File: config.mk
export PLATFORM = sky130hd
export DESIGN_NAME = fir_mac_sequencer_flat
export DESIGN_NICKNAME = d
export VERILOG_FILES = /design/src/rtl/fir_mac_sequencer_pkg.sv /design/src/rtl/fir_mac_sequencer_if.sv /design/src/rtl/fir_mac_sequencer_bw_mult4.sv /design/src/rtl/fir_mac_sequencer.sv /design/src/flat_wrapper.sv
export SDC_FILE = /design/constraint.sdc
export NUM_CORES = 1
export LEC_CHECK = 0
export CAP_MARGIN = 40
export CORE_ASPECT_RATIO = 1.5
export CORE_MARGIN = 2
export CORE_UTILIZATION = 30
export CTS_BUF_LIST = sky130_fd_sc_hd__clkbuf_4
export DETAILED_ROUTE_END_ITERATION = 10
export SLEW_MARGIN = 40
export SYNTH_ARGS = -nofsm -noshare
export SYNTH_HDL_FRONTEND = slang
export SYNTH_SLANG_ARGS = --single-unit
File: constraint.sdc
create_clock -name clk -period 13.3 [get_ports clk]
set_input_delay 2.66 -clock clk [delete_from_list [all_inputs] [get_ports clk]]
set_output_delay 2.66 -clock clk [all_outputs]
set_load 0.05 [all_outputs]
File: src/rtl/fir_mac_sequencer_pkg.sv
// Shared definitions for the time-multiplexed FIR MAC sequencer:
// state encoding, default widths and coefficient reset values.
package fir_pkg;

  localparam int FIR_DW    = 4;
  localparam int FIR_NTAPS = 4;
  localparam int FIR_ACC_W = 10;

  typedef enum logic [1:0] {
    S_IDLE = 2'd0,
    S_MAC  = 2'd1,
    S_DONE = 2'd2
  } state_t;

  // Passthrough: only tap 0 contributes after reset.
  function automatic logic signed [FIR_DW-1:0] coef_reset(input int k);
    return (k == 0) ? FIR_DW'(1) : '0;
  endfunction

endpackage

File: src/rtl/fir_mac_sequencer_if.sv
// Sample input, coefficient configuration and result output of the FIR sequencer.
interface fir_mac_sequencer_if
  import fir_pkg::*;
#(
  parameter int DW    = FIR_DW,
  parameter int ACC_W = FIR_ACC_W
);
  // Both streams transfer on a rising edge where valid and ready are both high;
  // valid never waits for ready, and a source holds its data while valid is
  // high and ready is low.
  logic signed [DW-1:0]    x_in;
  logic                    in_valid;
  logic                    in_ready;
  logic                    cfg_we;
  logic [2:0]              cfg_addr;
  logic signed [DW-1:0]    cfg_data;
  logic signed [ACC_W-1:0] y_out;
  logic                    out_valid;
  logic                    out_ready;

  modport master (
    output x_in, in_valid, cfg_we, cfg_addr, cfg_data, out_ready,
    input  in_ready, y_out, out_valid
  );

  modport slave (
    input  x_in, in_valid, cfg_we, cfg_addr, cfg_data, out_ready,
    output in_ready, y_out, out_valid
  );

endinterface

File: src/rtl/fir_mac_sequencer_bw_mult4.sv
// Combinational signed 4x4 -> 8 Baugh-Wooley multiplier shared by all FIR taps.
module bw_mult4 (
  input  logic signed [3:0] i_a,
  input  logic signed [3:0] i_b,
  output logic signed [7:0] o_p
);

  logic [7:0] w_sum;
  logic       w_pp;

  // Partial products touching exactly one sign bit are inverted; the two
  // correction ones at weights 2^4 and 2^7 start the sum.
  always_comb begin
    w_sum = 8'b1001_0000;
    w_pp  = 1'b0;
    for (int i = 0; i < 4; i++) begin
      for (int j = 0; j < 4; j++) begin
        w_pp = i_a[i] & i_b[j];
        if ((i == 3) != (j == 3)) w_pp = ~w_pp;
        w_sum = w_sum + (8'(w_pp) << (i + j));
      end
    end
  end

  assign o_p = w_sum;

endmodule

File: src/rtl/fir_mac_sequencer.sv
// FIR controller: one sample in, NTAPS multiply-accumulate cycles through a
// single shared multiplier, one result out.
module fir_mac_sequencer
  import fir_pkg::*;
#(
  parameter int NTAPS = FIR_NTAPS,
  parameter int DW    = FIR_DW,
  parameter int ACC_W = FIR_ACC_W
) (
  input  logic               clk,
  input  logic               rst_n,
  fir_mac_sequencer_if.slave bus,
  output logic               busy,
  output state_t             o_dbg_state
);

  localparam int            TW       = $clog2(NTAPS);
  localparam logic [TW-1:0] LAST_TAP = TW'(NTAPS - 1);

  state_t                  r_state;
  logic signed [DW-1:0]    r_d    [NTAPS];
  logic signed [DW-1:0]    r_coef [NTAPS];
  logic signed [ACC_W-1:0] r_acc;
  logic signed [ACC_W-1:0] r_y;
  logic [TW-1:0]           r_tap;
  logic                    r_out_valid;
  logic                    r_in_ready;
  logic                    r_busy;

  logic signed [2*DW-1:0]  w_prod;
  logic signed [ACC_W-1:0] w_acc_next;
  logic                    w_cfg_hit;

  bw_mult4 u_mult (
    .i_a (r_coef[r_tap]),
    .i_b (r_d[r_tap]),
    .o_p (w_prod)
  );

  assign w_acc_next = r_acc + ACC_W'(w_prod);
  assign w_cfg_hit  = bus.cfg_we && (int'(bus.cfg_addr) < NTAPS);

  always_ff @(posedge clk or negedge rst_n) begin
    if (!rst_n) begin
      r_state     <= S_IDLE;
      r_acc       <= '0;
      r_y         <= '0;
      r_tap       <= '0;
      r_out_valid <= 1'b0;
      r_in_ready  <= 1'b1;
      r_busy      <= 1'b0;
      for (int k = 0; k < NTAPS; k++) begin
        r_d[k]    <= '0;
        r_coef[k] <= DW'(coef_reset(k));
      end
    end else begin
      case (r_state)
        S_IDLE: begin
          // Coefficient writes land only here, so a same-cycle sample sees them.
          if (w_cfg_hit) r_coef[bus.cfg_addr[TW-1:0]] <= bus.cfg_data;
          if (bus.in_valid) begin
            for (int k = NTAPS - 1; k > 0; k--) r_d[k] <= r_d[k-1];
            r_d[0]     <= bus.x_in;
            r_acc      <= '0;
            r_tap      <= '0;
            r_in_ready <= 1'b0;
            r_busy     <= 1'b1;
            r_state    <= S_MAC;
          end
        end
        S_MAC: begin
          if (r_tap == LAST_TAP) begin
            r_y         <= w_acc_next;
            r_out_valid <= 1'b1;
            r_state     <= S_DONE;
          end else begin
            r_acc <= w_acc_next;
            r_tap <= r_tap + 1'b1;
          end
        end
        S_DONE: begin
          if (bus.out_ready) begin
            r_out_valid <= 1'b0;
            r_in_ready  <= 1'b1;
            r_busy      <= 1'b0;
            r_state     <= S_IDLE;
          end
        end
        default: begin
          r_out_valid <= 1'b0;
          r_in_ready  <= 1'b1;
          r_busy      <= 1'b0;
          r_state     <= S_IDLE;
        end
      endcase
    end
  end

  assign bus.in_ready  = r_in_ready;
  assign bus.out_valid = r_out_valid;
  assign bus.y_out     = r_y;
  assign busy          = r_busy;
  assign o_dbg_state   = r_state;

endmodule

File: src/flat_wrapper.sv
// flat-port wrapper written by rule: the top's interface ports become plain ports
module fir_mac_sequencer_flat import fir_pkg::*;
#(
  parameter int NTAPS = FIR_NTAPS,
  parameter int DW    = FIR_DW,
  parameter int ACC_W = FIR_ACC_W
)
  (clk, rst_n, busy, o_dbg_state, bus_x_in, bus_in_valid, bus_cfg_we, bus_cfg_addr, bus_cfg_data, bus_out_ready, bus_in_ready, bus_y_out, bus_out_valid);
  fir_mac_sequencer_if #(.DW(DW), .ACC_W(ACC_W)) bus_i ();
  input  logic clk;
  input  logic rst_n;
  output logic busy;
  output state_t o_dbg_state;
  input wire logic [$bits(bus_i.x_in)-1:0] bus_x_in;
  input wire logic [$bits(bus_i.in_valid)-1:0] bus_in_valid;
  input wire logic [$bits(bus_i.cfg_we)-1:0] bus_cfg_we;
  input wire logic [$bits(bus_i.cfg_addr)-1:0] bus_cfg_addr;
  input wire logic [$bits(bus_i.cfg_data)-1:0] bus_cfg_data;
  input wire logic [$bits(bus_i.out_ready)-1:0] bus_out_ready;
  output wire logic [$bits(bus_i.in_ready)-1:0] bus_in_ready;
  output wire logic [$bits(bus_i.y_out)-1:0] bus_y_out;
  output wire logic [$bits(bus_i.out_valid)-1:0] bus_out_valid;
  assign bus_i.x_in = bus_x_in;
  assign bus_i.in_valid = bus_in_valid;
  assign bus_i.cfg_we = bus_cfg_we;
  assign bus_i.cfg_addr = bus_cfg_addr;
  assign bus_i.cfg_data = bus_cfg_data;
  assign bus_i.out_ready = bus_out_ready;
  assign bus_in_ready = bus_i.in_ready;
  assign bus_y_out = bus_i.y_out;
  assign bus_out_valid = bus_i.out_valid;
  fir_mac_sequencer #(.NTAPS(NTAPS), .DW(DW), .ACC_W(ACC_W)) u_core (.clk(clk), .rst_n(rst_n), .bus(bus_i), .busy(busy), .o_dbg_state(o_dbg_state));
endmodule
==> run summary <==
Clock transition at path regs - 0.09 ns
first-pass GRT wire length - 10.8 mm
Yosys warnings - 0
clk sinks - 59
clock buffer count from CTS - 9
Buf+Inv Stages, Crit Path - 1
Filler Cells Inserted - 1068
Critical Path Source Type - register
final layout net count - 350
Setup-failing EPs final - 0
Top FF cell, synth - dfrtp_1
Hold Path Class - reg -> reg
Post-CTS Hold Fix Bufs - 0
die height - 132 µm
reg-to-reg startpoint - u_core.r_tap[0]$_DFFE_PN0P_
Core Area - 10600 µm²
grt peak-use layer - met2
largest net degree at the start of global routing - 60
fin area - 3850 µm²
Final Max Tran Viols - 0
worst reg2reg path depth - 16
Yosys reg bits - 59
Post-CTS Repair Setup Buffers - 0
share of cells above drive strength 1 - 22.4%
area leader, netlist - dfrtp_1
io pins - 31
Post-synth ARST share - 100%
met1 Usage GRT - 14.3%
Remaining Overflow, GRT - 0
clk_lat worst skew - 0.42 ns
top-count cell post-synth - dfrtp_1
Core Rows - 46
sequential area share after synthesis - 45.4%
hold-critical path depth - 2
Hold Fails Final Rpt - 0
DRT antenna net count - 0
CTS Buffer Depth - 2
Root Driver - clkbuf_4
GP Congestion - 0.759
H-tree depth - 3
Worst EP required - 13.65 ns
r2r setup slk - 8.05 ns
max_cap viols - 0
Area growth syn-to-layout - 18.4%
Initial Util - 30.7%
EDFF count, synth - 0
outcome - finished clean
Final TNS setup - 0 ns
Hold Path Origin - u_core.bus.y_out[4]$_DFFE_PN0P_
RSZ-0062 raised after global routing - false
post-CTS resize count - 0
most frequent CP cell - fa_1
CP max FO - 11
CTS tree - built
vias per cell - 4.65
Critical Path, Cell by Cell - mux4_2, and2_1, fa_1, fa_1, ha_1, fa_1, a21o_1, a21oi_1, xnor2_2, inv_1, ha_1, a21o_1, a31o_2, a21oi_2, xnor3_1, o21ai_1
Synth top area share - 43.8%
Critical Path End Type - register
worst path arrival time - 5.60 ns
Iteration-0 DRC Markers - 37
syn avg cell area - 12.1 µm²
Slew HR - 59.4%
WL/cell - 13.5 µm
Die Wd - 89.1 µm
synthesized area - 3260 µm²
crit path kind - reg -> reg
HPWL Detailed - 4.66 mm
Synth area leaders - dfrtp_1 44%, ha_1 7.7%, mux2_2 7.6%
vias in the first global route - 2214
met2 Use GR - 19.6%
syn_nets - 312
clock skew - 0.0111 ns
Residual DRC - 0
hold_ws - 0.484 ns
Total GRT Usage - 12.0%
DR vias - 2125
Worst path slowest cell - dfrtp_1
Post-Place Cell Area - 3720 µm²
Worst-Margin Slew - 0.608 ns
crit share post-route - 39.5%
DRT Pass-1 Iters - 4
die area - 11700 µm²
CP max stage delay - 0.70 ns
IO Port Bufs - 30
initial antenna violation count - 1
WL final - 6.18 mm
Cell variety after synth - 43
reg-to-reg endpoint - u_core.bus.y_out[9]$_DFFE_PN0P_
Period minus WS final - 5.25 ns
fmax - 0.191 GHz
met3 Usage GRT - 3.45%
final core occ - 36.4%
Top Family by Delay on Critical Path - adder cells
Syn Inst Count - 270
WHS Endpoint - u_core.bus.y_out[4]$_DFFE_PN0P_
Post-synth top cells - 57 x dfrtp_1, 34 x nand2_1, 22 x mux2_2
-- state kept, by name (all words and copies together), names as in the netlist --
signal,count
u_core.r_coef,16
u_core.r_d,16
u_core.bus.y_out,10
u_core.r_acc,10
u_core.o_dbg_state,2
u_core.r_tap,2
u_core.bus.in_ready,1
u_core.bus.out_valid,1
u_core.busy,1
-- worst max-delay path by stage --
stage	endpoint	depth (start not counted)	startpoint
3_3_place_gp	u_core.bus.y_out[9]$_DFFE_PN0P_	16	u_core.r_tap[0]$_DFFE_PN0P_
3_5_place_dp	u_core.r_acc[9]$_DFFE_PN0P_	16	u_core.r_tap[0]$_DFFE_PN0P_
2_1_floorplan	u_core.r_acc[9]$_DFFE_PN0P_	17	u_core.r_tap[0]$_DFFE_PN0P_
4_1_cts	u_core.bus.y_out[9]$_DFFE_PN0P_	16	u_core.r_tap[0]$_DFFE_PN0P_
5_1_grt	u_core.bus.y_out[9]$_DFFE_PN0P_	16	u_core.r_tap[0]$_DFFE_PN0P_
6_report	u_core.bus.y_out[9]$_DFFE_PN0P_	16	u_core.r_tap[0]$_DFFE_PN0P_
-- final cells by class --
class	count	area [µm²]	area share, %
Inverter	13	48.8	1.27
Sequential cell	59	1480	38.4
Timing Repair Buffer	32	323	8.37
Multi-Input combinational cell	193	1710	44.4
Clock buffer	14	105	2.73
Clock inverter	1	3.75	0.0974
Antenna cell	1	2.50	0.0649
Tap cell	144	180	4.67
-- metrics by stage --
| stage | setup slack, ns | std cells |
|---|---|---|
| 5_1_grt | 7.67 | 457 |
| 4_1_cts | 7.99 | 455 |
| 6_report | 8.05 | 457 |
| 2_1_floorplan | 8.46 | 270 |
| 3_5_place_dp | 8.00 | 440 |
| 3_3_place_gp | 8.18 | 440 |
-- cells in the final DEF, fill, tap and decap left out, drive strengths merged, types with 2 or more instances in the layout --
cell and count:
nand2b 3, nor3 2, nor2 7, nor4 2, nor2b 2, o21ai 22
buf 3, and2 8, mux2 34, inv 13, nand3 2, dfrtp 57
mux4 8, fa 6, a21oi 12, a21o 7, xor2 5, ha 20
dfstp 2, clkbuf 14, nand2 36, xnor2 6, clkdlybuf4s50 29
-- per-layer routing --
layer,up-vias,share of wire (%)
li1,1028,-
met1,1043,41
met2,39,53
met3,15,3.4
met4,0,2.3
met5,-,0
-- worst min-delay path, delay by kind of cell (launching register included) --
| family | cells | cell delay (ns) |
|---|---|---|
| flops | 1 | 0.35 |
| simple gates | 1 | 0.04 |
| compound gates | 1 | 0.06 |
-- cells by family after synthesis --
| kind of cell | after synthesis | synth area share, % |
|---|---|---|
| AOI/OAI and AO/OA | 46 | 8.15 |
| xor gates and xnor gates | 12 | 3.88 |
| adders and majority gates | 26 | 11.4 |
| buffers and inverters | 18 | 2.19 |
| DFF | 59 | 45.4 |
| muxes | 43 | 18.5 |
| and+or+nand+nor | 66 | 10.5 |
Power is not shown: default switching activity piles up to over one toggle a cycle in this logic, so the estimate is an artifact.
